===== src/rtl/burst_data.sv =====
// CAS data-path responder: queues timestamped CAS commands, then drives write bursts and
// captures read bursts after CL/CWL. Optional DQS_PREAMBLE_EN adds a write DQS pre/postamble.
module burst_data #(
  parameter int unsigned DQ_W  = 8,
  parameter int unsigned DEPTH = 4,
  parameter int unsigned TS_W  = 8
) (
  input  logic              clock_t,
  input  logic              reset,
  input  logic              cas_rdy,
  input  logic [1:0]        cas_rw,
  input  logic [4:0]        CL,
  input  logic [4:0]        CWL,
  input  logic [3:0]        BL,
  input  logic [2*DQ_W-1:0] wr_data,
  input  logic [2*DQ_W-1:0] dq_in,
  output logic              wr_req,
  output logic [2*DQ_W-1:0] dq_out,
  output logic              dq_oe,
  output logic              dqs_t,
  output logic              dqs_oe,
  output logic [2*DQ_W-1:0] rd_data,
  output logic              rd_valid,
  output logic              rw_done,
  output logic              data_idle,
  output logic              q_full,
  output logic [1:0]        err
);

  // Any code other than WRITE is handled as a read.
  localparam logic [1:0]  RwWrite = 2'b10;
  localparam int unsigned AW      = (DEPTH > 1) ? $clog2(DEPTH) : 1;

  typedef enum logic [1:0] {DIdle, DWait, DBurst, DDone} state_e;

  state_e          state_q;
  logic [2:0]      beat_q;
  logic            cur_wr_q;
  logic            dqs_oe_q;
  logic [1:0]      err_q;
  logic [TS_W-1:0] now_q;

  logic [DEPTH-1:0] qwr_q;
  logic [DEPTH-1:0] qb4_q;
  logic [TS_W-1:0]  qst_q [DEPTH];
  logic [AW-1:0]    wp_q;
  logic [AW-1:0]    rp_q;
  logic [AW:0]      cnt_q;

  logic            empty;
  logic            full;
  logic            push;
  logic            is_wr;
  logic            is_b4;
  logic [4:0]      lat;
  logic [4:0]      lat_c;
  logic [TS_W-1:0] start;
  logic            head_wr;
  logic [2:0]      head_beats;
  logic [TS_W-1:0] head_st;
  logic [TS_W-1:0] nxt;
  logic [TS_W-1:0] diff;
  logic            launch;
  logic            load;
  logic            burst_more;
  logic            burst_nxt;
  logic            in_burst;
  logic            in_rd_burst;

  assign empty = (cnt_q == '0);
  assign full  = (cnt_q == (AW+1)'(DEPTH));
  assign push  = cas_rdy && !full;

  assign is_wr = (cas_rw == RwWrite);
  assign is_b4 = (BL == 4'd4);
  assign lat   = is_wr ? CWL : CL;
  assign lat_c = (lat == 5'd0) ? 5'd1 : lat;
  assign start = now_q + TS_W'(lat_c);

  assign head_wr    = qwr_q[rp_q];
  assign head_beats = qb4_q[rp_q] ? 3'd2 : 3'd4;
  assign head_st    = qst_q[rp_q];

  // Start stamps name the burst cycle itself, so the launch decision looks one cycle ahead.
  // A negative-half difference means the head is still in the future.
  assign nxt    = now_q + TS_W'(1);
  assign diff   = nxt - head_st;
  assign launch = !empty && !diff[TS_W-1];

  assign in_burst    = (state_q == DBurst);
  assign in_rd_burst = in_burst && !cur_wr_q;
  assign burst_more  = in_burst && (beat_q != 3'd1);

  always_comb begin
    load = 1'b0;
    case (state_q)
      DWait:   load = launch;
      DBurst:  load = (beat_q == 3'd1) && launch;
      default: load = 1'b0;
    endcase
  end

  assign burst_nxt = load || burst_more;
  assign wr_req    = (load && head_wr) || (burst_more && cur_wr_q);

  always_ff @(posedge clock_t or posedge reset) begin
    if (reset) begin
      now_q <= '0;
    end else begin
      now_q <= now_q + TS_W'(1);
    end
  end

  always_ff @(posedge clock_t or posedge reset) begin
    if (reset) begin
      wp_q  <= '0;
      rp_q  <= '0;
      cnt_q <= '0;
      qwr_q <= '0;
      qb4_q <= '0;
      for (int i = 0; i < DEPTH; i++) begin
        qst_q[i] <= '0;
      end
    end else begin
      if (push) begin
        qwr_q[wp_q] <= is_wr;
        qb4_q[wp_q] <= is_b4;
        qst_q[wp_q] <= start;
        wp_q        <= wp_q + AW'(1);
      end
      if (load) begin
        rp_q <= rp_q + AW'(1);
      end
      if (push && !load) begin
        cnt_q <= cnt_q + (AW+1)'(1);
      end else if (!push && load) begin
        cnt_q <= cnt_q - (AW+1)'(1);
      end
    end
  end

  always_ff @(posedge clock_t or posedge reset) begin
    if (reset) begin
      err_q <= 2'b00;
    end else begin
      err_q[0] <= err_q[0] | (cas_rdy && full);
      err_q[1] <= err_q[1] | (load && (diff != '0));
    end
  end

  always_ff @(posedge clock_t or posedge reset) begin
    if (reset) begin
      state_q  <= DIdle;
      beat_q   <= 3'd0;
      cur_wr_q <= 1'b0;
      rw_done  <= 1'b0;
      dq_oe    <= 1'b0;
      dqs_oe_q <= 1'b0;
      dqs_t    <= 1'b0;
      dq_out   <= '0;
      rd_data  <= '0;
      rd_valid <= 1'b0;
    end else begin
      rw_done <= 1'b0;
      case (state_q)
        DIdle: begin
          if (!empty) state_q <= DWait;
        end
        DWait: begin
          if (load) begin
            state_q  <= DBurst;
            beat_q   <= head_beats;
            cur_wr_q <= head_wr;
          end
        end
        DBurst: begin
          if (beat_q != 3'd1) begin
            beat_q <= beat_q - 3'd1;
          end else if (load) begin
            // Seamless chain: next burst follows the last beat with no gap.
            beat_q   <= head_beats;
            cur_wr_q <= head_wr;
          end else begin
            state_q <= DDone;
            rw_done <= 1'b1;
          end
        end
        DDone: begin
          state_q <= empty ? DIdle : DWait;
        end
        default: state_q <= DIdle;
      endcase

      dq_oe    <= wr_req;
      dq_out   <= wr_req ? wr_data : '0;
      dqs_t    <= burst_nxt && in_burst && !dqs_t;
      rd_valid <= in_rd_burst;
      if (in_rd_burst) rd_data <= dq_in;
`ifdef DQS_PREAMBLE_EN
      // Registered term also covers the one-cycle postamble after the last write beat.
      dqs_oe_q <= wr_req || (in_burst && cur_wr_q);
`else
      dqs_oe_q <= wr_req;
`endif
    end
  end

`ifdef DQS_PREAMBLE_EN
  // Preamble: the cycle before the first write beat, unless a write burst is already running.
  assign dqs_oe = dqs_oe_q || (wr_req && !(in_burst && cur_wr_q));
`else
  assign dqs_oe = dqs_oe_q;
`endif

  assign data_idle = (state_q == DIdle) && empty;
  assign q_full    = full;
  assign err       = err_q;

endmodule


===== config.mk =====
export PLATFORM = sky130hd
export DESIGN_NAME = burst_data
export DESIGN_NICKNAME = d
export VERILOG_FILES = /design/src/rtl/burst_data.sv
export SDC_FILE = /design/constraint.sdc
export NUM_CORES = 1
export LEC_CHECK = 0
export BUFFER_PORTS_ARGS = -buffer_cell sky130_fd_sc_hd__buf_2
export CORE_MARGIN = 4
export CORE_UTILIZATION = 40
export DETAILED_ROUTE_END_ITERATION = 10
export GPL_TIMING_DRIVEN = 0
export PLACE_DENSITY = 0.69
export SLEW_MARGIN = 20
export SYNTH_ARGS = -nofsm -noshare
export SYNTH_HDL_FRONTEND = slang
export SYNTH_SLANG_ARGS = --single-unit

===== constraint.sdc =====
create_clock -name clock_t -period 4.8 [get_ports clock_t]
set_input_delay 0.96 -clock clock_t [delete_from_list [all_inputs] [get_ports clock_t]]
set_output_delay 0.96 -clock clock_t [all_outputs]
set_load 0.01 [all_outputs]

# [After elaboration in Yosys (flattened, before gate mapping)]
# Cells that the tools add are included.
[op_classes] bitwise=4 muxes=36 n_eq_ne=12 n_reduce_logical=33 add_sub_neg=8 n_lt_le_gt_ge=6
[op_table] op="$bwmux W32" n=1
[op_table] op="$mux W8" n=3
[op_table] op="$bmux W8 S2" n=1
[op_table] op="$demux W8 S2" n=1
[op_table] op="$logic_and A1 B1 Y1" n=16
[op_table] op="$mux W16" n=1
[op_table] op="$mux W3" n=5
[op_table] op="$mux W5" n=2
[op_table] op="$mux W1" n=9
[op_table] op="$add A8 B1 Y8 const B" n=1
[op_table] op="$add A8 B5 Y8" n=1
[op_table] op="$bwmux W4" n=2
[op_table] op="$mux W2" n=4
[op_table] op="$ne A2 B2 Y1 const B" n=4
[op_table] op="$pmux W2 S4" n=1
[op_table] op="$reduce_bool A8 Y1" n=1
[op_table] op="$sub A8 B8 Y8" n=1
[op_table] op="$logic_not A1 Y1" n=7
[op_table] op="$eq A2 B2 Y1 const B" n=3
[op_table] op="$ge A3 B3 Y1 const B" n=2
[op_table] op="$lt A2 B3 Y1 const B" n=2
[op_table] op="$not A2 Y3" n=2
[op_table] op="$pmux W3 S2" n=1
[op_table] op="$sub A3 B1 Y3 const B" n=2
[op_table] op="other kinds (20)" n=26
[totals] elab_cells=119 input_bits=51 ff_bits=99 out_inout_bits=42

# [Depth between registers and ports, before layout]
# Gate-level depths: netlist (run 1).
[depth] ltp_word=12 ltp_mapped=17 ltp_nobuf=16

# [Least setup slack after synthesis (run 1)]
# OpenSTA, ideal clock, no wires.
[synth_timing] path_type="register to output" start="reg rp_q[0]" end="out wr_req" required_time_ns=3.840 path_stages_with_launch=12 path_buffers=2 slack_ns=0.799 arrival_ns=3.041 cell_sequence="dfrtp_1 > buf_1 > mux4_2 > inv_1 > ha_1 > a21o_1 > a211o_1 > o22ai_1 > xnor2_2 > nor2_2 > a22o_1 > buf_6"
[synth_via] elab_chain_cells=11 elab_cells_between_ends=13 classes_between="add/sub: 1; mux: 6; bitwise: 1; reduce/logical: 5"
[synth_lines] element="start: declaration" line="47" rtl="logic [AW-1:0] rp_q;"
[synth_lines] element="start signal: assignment" line="132" rtl="rp_q <= rp_q + AW'(1);"
[synth_lines] element="$not A2 Y3 (not written as such)" line="82" rtl="assign head_st = qst_q[rp_q];"
[synth_lines] element="$bmux W8 S2" line="82"
[synth_lines] element="$mux W8 (not written as such) (2 in a row)" line="82"
[synth_lines] element="$sub A8 B8 Y8" line="87" rtl="assign diff = nxt - head_st;"
[synth_lines] element="$logic_not A1 Y1" line="88" rtl="assign launch = !empty && !diff[TS_W-1];"
[synth_lines] element="$logic_and A1 B1 Y1" line="88"
[synth_lines] element="$logic_and A1 B1 Y1" line="98" rtl="DBurst: load = (beat_q == 3'd1) && launch;"
[synth_lines] element="$pmux W1 S2" line="96" rtl="case (state_q)"
[synth_lines] element="$logic_and A1 B1 Y1 (*)" line="104" rtl="assign wr_req = (load && head_wr) || (burst_more && cur_wr_q);"
[synth_lines] element="$logic_or A1 B1 Y1 (*)" line="104"
[synth_lines] element="end: declaration" line="17" rtl="output logic wr_req,"
# Mark *: on every way between the ends. The rest lies on a longest branch, timed or not. The select of a mux whose other input is x is not followed.

# [Worst setup path in the final report (run 1)]
# Ends and elaborated chain as after synthesis.

==> flow_summary.json, run 1 <==
{
  "synth_cells": 397,
  "path_cells": "mux4_2 -> inv_1 -> ha_1 -> a21o_1 -> a211o_1 -> o22ai_1 -> xnor2_2 -> nor2_2 -> a22o_1 -> buf_6 -> buf_2",
  "fillers": 1025,
  "swShare_pct": 35.2,
  "route.met3.wl_um": 201,
  "slew_viol_final": 0,
  "antenna_found_initial": 0,
  "cp_slowest_cell": "dfrtp_4",
  "reg2reg_to": "cnt_q[2]$_DFFE_PP0P_",
  "holdWs_ns": 0.453,
  "grt_start_max_net_pins": 54,
  "start_util_pct": 41.2,
  "finalSetupTns_ns": 0,
  "crit_required_ns": 3.84,
  "totalWireLength_um": 9340,
  "ir_drop_mv": 0.200,
  "clk_pin_slew_ns": 0.07,
  "place_congestion": 0.787,
  "grt_first_pass_wirelength_um": 15400,
  "r2r_cells": 15,
  "crit_type": "reg -> out",
  "rr_startpoint": "rp_q[0]$_DFFE_PP0P_",
  "max_stage_delay_ns": 0.58,
  "stdcell_count": 647,
  "cts_root_buffer": "clkbuf_16",
  "yosysUniqueCellTypes": 51,
  "cts_hold_buf": 0,
  "worstSetupStartpointType": "flop",
  "power.density_nw_per_um2": 636,
  "cellLeakagePower_nw": 2.79,
  "maxCapViolCount": 0,
  "ioPinCount": 93,
  "r2r_slack_ns": 0.99,
  "finalHoldViolCount": 0,
  "min_path_cells": 1,
  "first_iter_violations": 158,
  "dieArea_um2": 13700,
  "p_int_mw": 2.37,
  "core_um2": 11600,
  "post_drt_wl_per_cell_um": 14.4,
  "dr.pass1.iters": 4,
  "drt-vias-per-instance": 5.01,
  "yosys_warnings": 0,
  "synthToLayoutAreaGrowth_pct": 20.8,
  "via_count": 3244,
  "power_frac_comb_pct": 42.0,
  "rsz0062_at_grt": "no",
  "topRoutingLayerUsed": "met4",
  "worstHoldPathType": "reg -> reg",
  "synth-async-reset-ratio_pct": 100,
  "drive_gt1_share_pct": 32.9,
  "cp-end-kind": "primary output",
  "antenna_left": 0,
  "power_frac_clock_pct": 21.5,
  "rows": 39,
  "cts_tree": "built",
  "power_switching_mw": 1.29,
  "layout_common_cells": "dfrtp_1, buf_2, nand2_1, mux2_2, o21ai_0",
  "antenna_cells": 0,
  "met2_length_um": 4780,
  "layout.nets": 579,
  "fin_crit_sh_pct": 92.6,
  "min_period_ns": 4.44,
  "wl_met1_um": 4170,
  "numPortBuffers": 92,
  "clock_latency_ns": 0.34,
  "whs_endpoint": "err[1]$_DFF_PP0_",
  "synth_nets": 477,
  "worstMarginPinSlew_ns": 0.576,
  "cts_buffers": 9,
  "synth_seq_cells": 99,
  "fin_skew_ns": 0.00622,
  "die_w_um": 117,
  "ys.flop_type": "dfrtp_1",
  "cts_buffer_depth": 2,
  "power_frac_seq_pct": 36.5,
  "status": "complete, no violations",
  "synth_edf_count": 0,
  "ys_seq_area_share_pct": 52.0,
  "grt_usage_pct": 14.2,
  "place_inst": 633,
  "globalRouteOverflowTotal": 0,
  "drc": 0,
  "slew_headroom_pct": 61.6,
  "hp-start": "err[1]$_DFF_PP0_",
  "max_clock_freq_mhz": 225,
  "grt_pass1_vias": 3275,
  "dp_hpwl_um": 6970,
  "cp_data_arrival_time_ns": 3.48,
  "finalSetupViolCount": 0,
  "cp_max_fo": 12,
  "final_common_cell": "dfrtp_1",
  "cts-htree-levels": 3,
  "cts.sinks": 99,
  "avgSynthCellArea_um2": 12.0,
  "syn-cell-area_um2": 4770,
  "die_h_um": 117
}
## cells by family (layout without fill, tap and decap cells)
| group | after synthesis | after routing | synth area share (%) |
|---|---|---|---|
| buffers and inverters | 39 | 146 | 3.31 |
| multiplexers | 47 | 47 | 13.4 |
| XOR/XNOR | 21 | 21 | 4.33 |
| AND/OR/NAND/NOR | 100 | 100 | 10.7 |
| AO/OA/AOI/OAI | 62 | 62 | 8.22 |
| flip-flops | 99 | 99 | 52.0 |
| adder cells (fa/ha/maj) | 29 | 29 | 8.08 |
## power by group through the flow
| stage | sequential, mW | clock [mW] | combinational [mW] |
|---|---|---|---|
| floorplan | 1.33 | 0 | 1.14 |
| global placement | 1.29 | 0 | 1.53 |
| detailed placement | 1.31 | 0 | 1.60 |
| CTS | 1.32 | 0.806 | 1.58 |
| global route | 1.38 | 0.835 | 1.73 |
| finish | 1.34 | 0.787 | 1.54 |
## state kept, by name, indices dropped and copies added, names as in the netlist, 2 cells and up
name     cells
qwr_q        4
dq_out      16
qb4_q        4
wp_q         2
now_q        8
err          2
state_q      2
qst_q       32
rp_q         2
rd_data     16
cnt_q        3
beat_q       3
## worst max-delay path by stage
| stage | to | start | slack, ns |
|---|---|---|---|
| after floorplan | wr_req | rp_q[0]$_DFFE_PP0P_ | 0.80 |
| after detailed placement | wr_req | rp_q[0]$_DFFE_PP0P_ | 0.04 |
| final | wr_req | rp_q[0]$_DFFE_PP0P_ | 0.36 |
| after global placement | wr_req | rp_q[0]$_DFFE_PP0P_ | 0.09 |
| after CTS | wr_req | rp_q[1]$_DFFE_PP0P_ | 0.10 |
| after global routing | wr_req | rp_q[1]$_DFFE_PP0P_ | 0.07 |
## per-layer routing
metal / vias up / GRT usage [%]
met5: - / 0
li1: 1565 / -
met4: 0 / 6.27
met2: 42 / 23.3
met1: 1624 / 19.0
met3: 13 / 1.85
## metrics by stage
stage / worst slack [ns] / util, % / area, um^2 / power, mW
6_report: 0.357 / 49.8 / 5760 / 3.67
5_1_grt: 0.0681 / 49.8 / 5760 / 3.95
3_3_place_gp: 0.0883 / 46.7 / 5410 / 2.82
3_5_place_dp: 0.0413 / 47.0 / 5440 / 2.91
2_1_floorplan: 0.799 / - / 4770 / 2.47
4_1_cts: 0.102 / 49.8 / 5760 / 3.70
## critical path, delay by kind of cell (launching register included)
kind,cells,cell delay [ns]
buffers and inverters,3,0.39
adders and majority gates,1,0.28
muxes,1,0.54
DFF,1,0.58
xor gates and xnor gates,1,0.13
AOI/OAI and AO/OA,4,1.00
and+or+nand+nor,1,0.22
## repair_timing
item	in CTS	in global routing
gates cloned	0	0
buffers inserted	0	0
resized for setup	1	1
endpoints found under the setup margin	1	1
pin swaps	0	0
## layout make-up
| type | instances | area, um^2 | share of cell area, % |
|---|---|---|---|
| plain buffers | 10 | 48.8 | 0.847 |
| multi-input cells | 259 | 2130 | 37.0 |
| inverters | 27 | 106 | 1.85 |
| clock inverters | 6 | 96.3 | 1.67 |
| well taps | 143 | 179 | 3.11 |
| clock buffers | 10 | 229 | 3.97 |
| flip-flops and latches | 99 | 2480 | 43.1 |
| repair buffers | 93 | 488 | 8.47 |
## Yosys cell counts, types with 2 or more instances
cell	n	area share, %
nor3b_1	2	0.31
xor2_1	8	1.5
a21o_1	5	0.79
mux2i_1	2	0.42
inv_1	26	2.0
buf_1	2	0.16
mux4_2	10	4.7
dfrtp_1	99	52
a21oi_1	9	0.94
and2_1	16	2.1
o21a_1	2	0.31
mux2_2	34	8.0
nand2b_1	3	0.39
nor2_1	7	0.55
nor3_1	4	0.42
clkbuf_1	8	0.63
nor2b_1	7	0.92
nand2_1	43	3.4
xnor2_1	11	2.0
fa_1	3	1.3
nand3_1	5	0.52
o21ai_0	32	3.4
and3_1	2	0.26
a31oi_1	2	0.26
ha_1	26	6.8
nand3b_1	3	0.47
nand4_1	2	0.26
(Power assumes the default switching activity.)
==> run 2: changes to the inputs <==
ABC_AREA = 1   (was default)
==> run 2 against run 1 <==
  * Sequential cell count unchanged
  * Area after synthesis grew 6.4%
  * Power grew 3.5%
  * Global-route usage grew 2.4 points
  * Design area is 5.7% higher
  * Combinational power rose by 13%
  * Critical endpoint unchanged
  * Maximum frequency increased by 1.7%
==> flow_summary.json, run 2 <==
{
  "status": "complete, no violations",
  "cts-htree-levels": 3,
  "synthToLayoutAreaGrowth_pct": 20.0,
  "ys_seq_area_share_pct": 48.8,
  "finalSetupViolCount": 0,
  "grt_usage_pct": 16.7,
  "ioPinCount": 93,
  "ys.flop_type": "dfrtp_1",
  "multi_input_area_um2": 2230,
  "cts.sinks": 99,
  "synth-async-reset-ratio_pct": 100,
  "regMostFlops": "qst_q",
  "ir_drop_mv": 0.227,
  "grt_first_pass_wirelength_um": 19400,
  "min_period_ns": 4.37,
  "layout.nets": 775,
  "synthTopCellsByCount": "nand2_1, dfrtp_1, inv_1",
  "grt_pass1_vias": 4113,
  "cts_buffers": 9,
  "reg_top3": "qst_q x32, dq_out x16, rd_data x16",
  "die_h_um": 121,
  "antenna_left": 0,
  "crit_type": "reg -> out",
  "clock_latency_ns": 0.34,
  "maxCapViolCount": 0,
  "synth_nets": 671,
  "first_iter_violations": 241,
  "globalRouteOverflowTotal": 0,
  "slew_viol_final": 0,
  "cts_buffer_depth": 2,
  "start_util_pct": 41.5,
  "antenna_found_initial": 0,
  "path_common_cell": "a21oi_1",
  "synth_top_cell_by_area": "dfrtp_1",
  "crit_required_ns": 3.84,
  "cts_root_buffer": "clkbuf_16",
  "crit_family": "buffers and inverters",
  "drc": 0,
  "place_congestion": 0.854,
  "synth_edf_count": 0,
  "fin_skew_ns": 0.00784,
  "totalWireLength_um": 11500,
  "drt-vias-per-instance": 4.74,
  "synth_seq_cells": 99,
  "max_stage_delay_ns": 0.39,
  "numPortBuffers": 92,
  "syn-cell-area_um2": 5070,
  "power.density_nw_per_um2": 623,
  "antenna_cells": 0,
  "fillers": 1158,
  "dieArea_um2": 14600,
  "largest_reg_flops": 32,
  "max_clock_freq_mhz": 229,
  "cellLeakagePower_nw": 3.36,
  "final_common_cell": "nand2_1",
  "cts_tree": "built",
  "core_um2": 12200,
  "fin_crit_sh_pct": 91.0,
  "rsz0062_at_grt": "no",
  "clk_pin_slew_ns": 0.07,
  "yosys_warnings": 0,
  "yosysTopAreaCellShare_pct": 48.8,
  "cp_slowest_cell": "clkbuf_1",
  "stdcell_count": 868,
  "total_power_mw": 3.79,
  "post_drt_wl_per_cell_um": 13.2,
  "register_area_um2": 2480,
  "yosysUniqueCellTypes": 36,
  "finalHoldViolCount": 0,
  "dr.pass1.iters": 4,
  "drive_gt1_share_pct": 21.4,
  "avgSynthCellArea_um2": 8.58,
  "synth_area_leaders": "dfrtp_1, nand2_1, ha_1",
  "die_w_um": 121,
  "rows": 40,
  "place_inst": 852,
  "worstHoldPathType": "reg -> reg",
  "grt_start_max_net_pins": 69,
  "cp-end-kind": "primary output",
  "layout_common_cells": "nand2_1, dfrtp_1, buf_2, inv_1, o21ai_0",
  "synth_most_common_cell": "nand2_1",
  "slew_headroom_pct": 51.6,
  "path_cells": "buf_6 -> clkbuf_1 -> clkbuf_2 -> o21ai_0 -> a21oi_1 -> ha_1 -> a21oi_1 -> nand2_1 -> a21oi_1 -> nand3_2 -> nand3_4 -> inv_4 -> nand2_2 -> nand2_4 -> buf_2",
  "worstSetupStartpointType": "flop",
  "worstMarginPinSlew_ns": 0.719,
  "synth_cells": 591,
  "final_core_util_pct": 49.9,
  "cp_data_arrival_time_ns": 3.41,
  "path_buf_inv": 5,
  "cp_max_fo": 10,
  "dp_hpwl_um": 8610,
  "finalSetupTns_ns": 0,
  "via_count": 4111
}
## run 2: changes by cell type after synthesis, moves of 13 or more
cell / change
a21oi_1: +13
and2_1: -16
inv_1: +42
mux2_2: -33
nand2_1: +157
nand3_1: +18
nor2_1: +16
## run 2: routing by layer
layer / vias up / global-route usage (%) / wire length (um)
met5: - / 0 / 0
met1: 1979 / 21.3 / 5050
met3: 13 / 2.76 / 303
met4: 0 / 6.87 / 211
li1: 2053 / - / -
met2: 66 / 28.1 / 5900
## run 2: layout make-up
| type | count | share of cell area, % |
|---|---|---|
| plain buffers | 14 | 1.40 |
| clock buffers | 10 | 3.92 |
| clock inverters | 6 | 1.19 |
| inverters | 72 | 4.64 |
| multi-input cells | 406 | 36.7 |
| flip-flops and latches | 99 | 40.7 |
| well taps | 168 | 3.45 |
| repair buffers | 93 | 8.01 |
## run 2: final timing paths
kind                                startpoint                    to  slack [ns]  cells past startpoint
max                        rp_q[0]$_DFFE_PP0P_                wr_req        0.43                     15
min                            dqs_t$_DFF_PP0_       dqs_t$_DFF_PP0_        0.43                      1
max reg2reg                rp_q[0]$_DFFE_PP0P_  cnt_q[2]$_DFFE_PP0P_        0.95                     17
min reg2reg                    dqs_t$_DFF_PP0_       dqs_t$_DFF_PP0_        0.43                      1
max in group asynchronous                reset    now_q[3]$_DFF_PP0_        3.60                      3
min in group asynchronous                reset      err[0]$_DFF_PP0_        0.58                      2
## run 2: power by group
group | switching, mW | internal [mW]
sequential | 0.162 | 1.14
combinational | 1.09 | 0.657
clock | 0.325 | 0.425
## run 2: cells by family after synthesis
| kind of cell | Yosys count | share of synthesized area, % |
|---|---|---|
| buf+inv | 86 | 7.13 |
| xor+xnor | 19 | 3.28 |
| fa+ha+maj | 29 | 7.60 |
| flops | 99 | 48.8 |
| simple gates | 282 | 24.8 |
| compound gates | 73 | 7.74 |
| mux | 3 | 0.617 |
## run 2: repair_timing
| action | in CTS | in global routing |
|---|---|---|
| setup endpoints to repair | 0 | 1 |
| hold buffers | 0 | 0 |
| buffers inserted | 0 | 0 |
| resized for setup | 0 | 2 |
## run 2: per-stage QoR
| stage | cell area, um^2 | setup slack [ns] | hold slack, ns |
|---|---|---|---|
| floorplan | 5070 | 1.20 | 0.444 |
| global placement | 5740 | 0.140 | 0.414 |
| detailed placement | 5780 | 0.547 | 0.419 |
| CTS | 6090 | 0.291 | 0.428 |
| global route | 6090 | 0.137 | 0.450 |
| finish | 6090 | 0.430 | 0.431 |
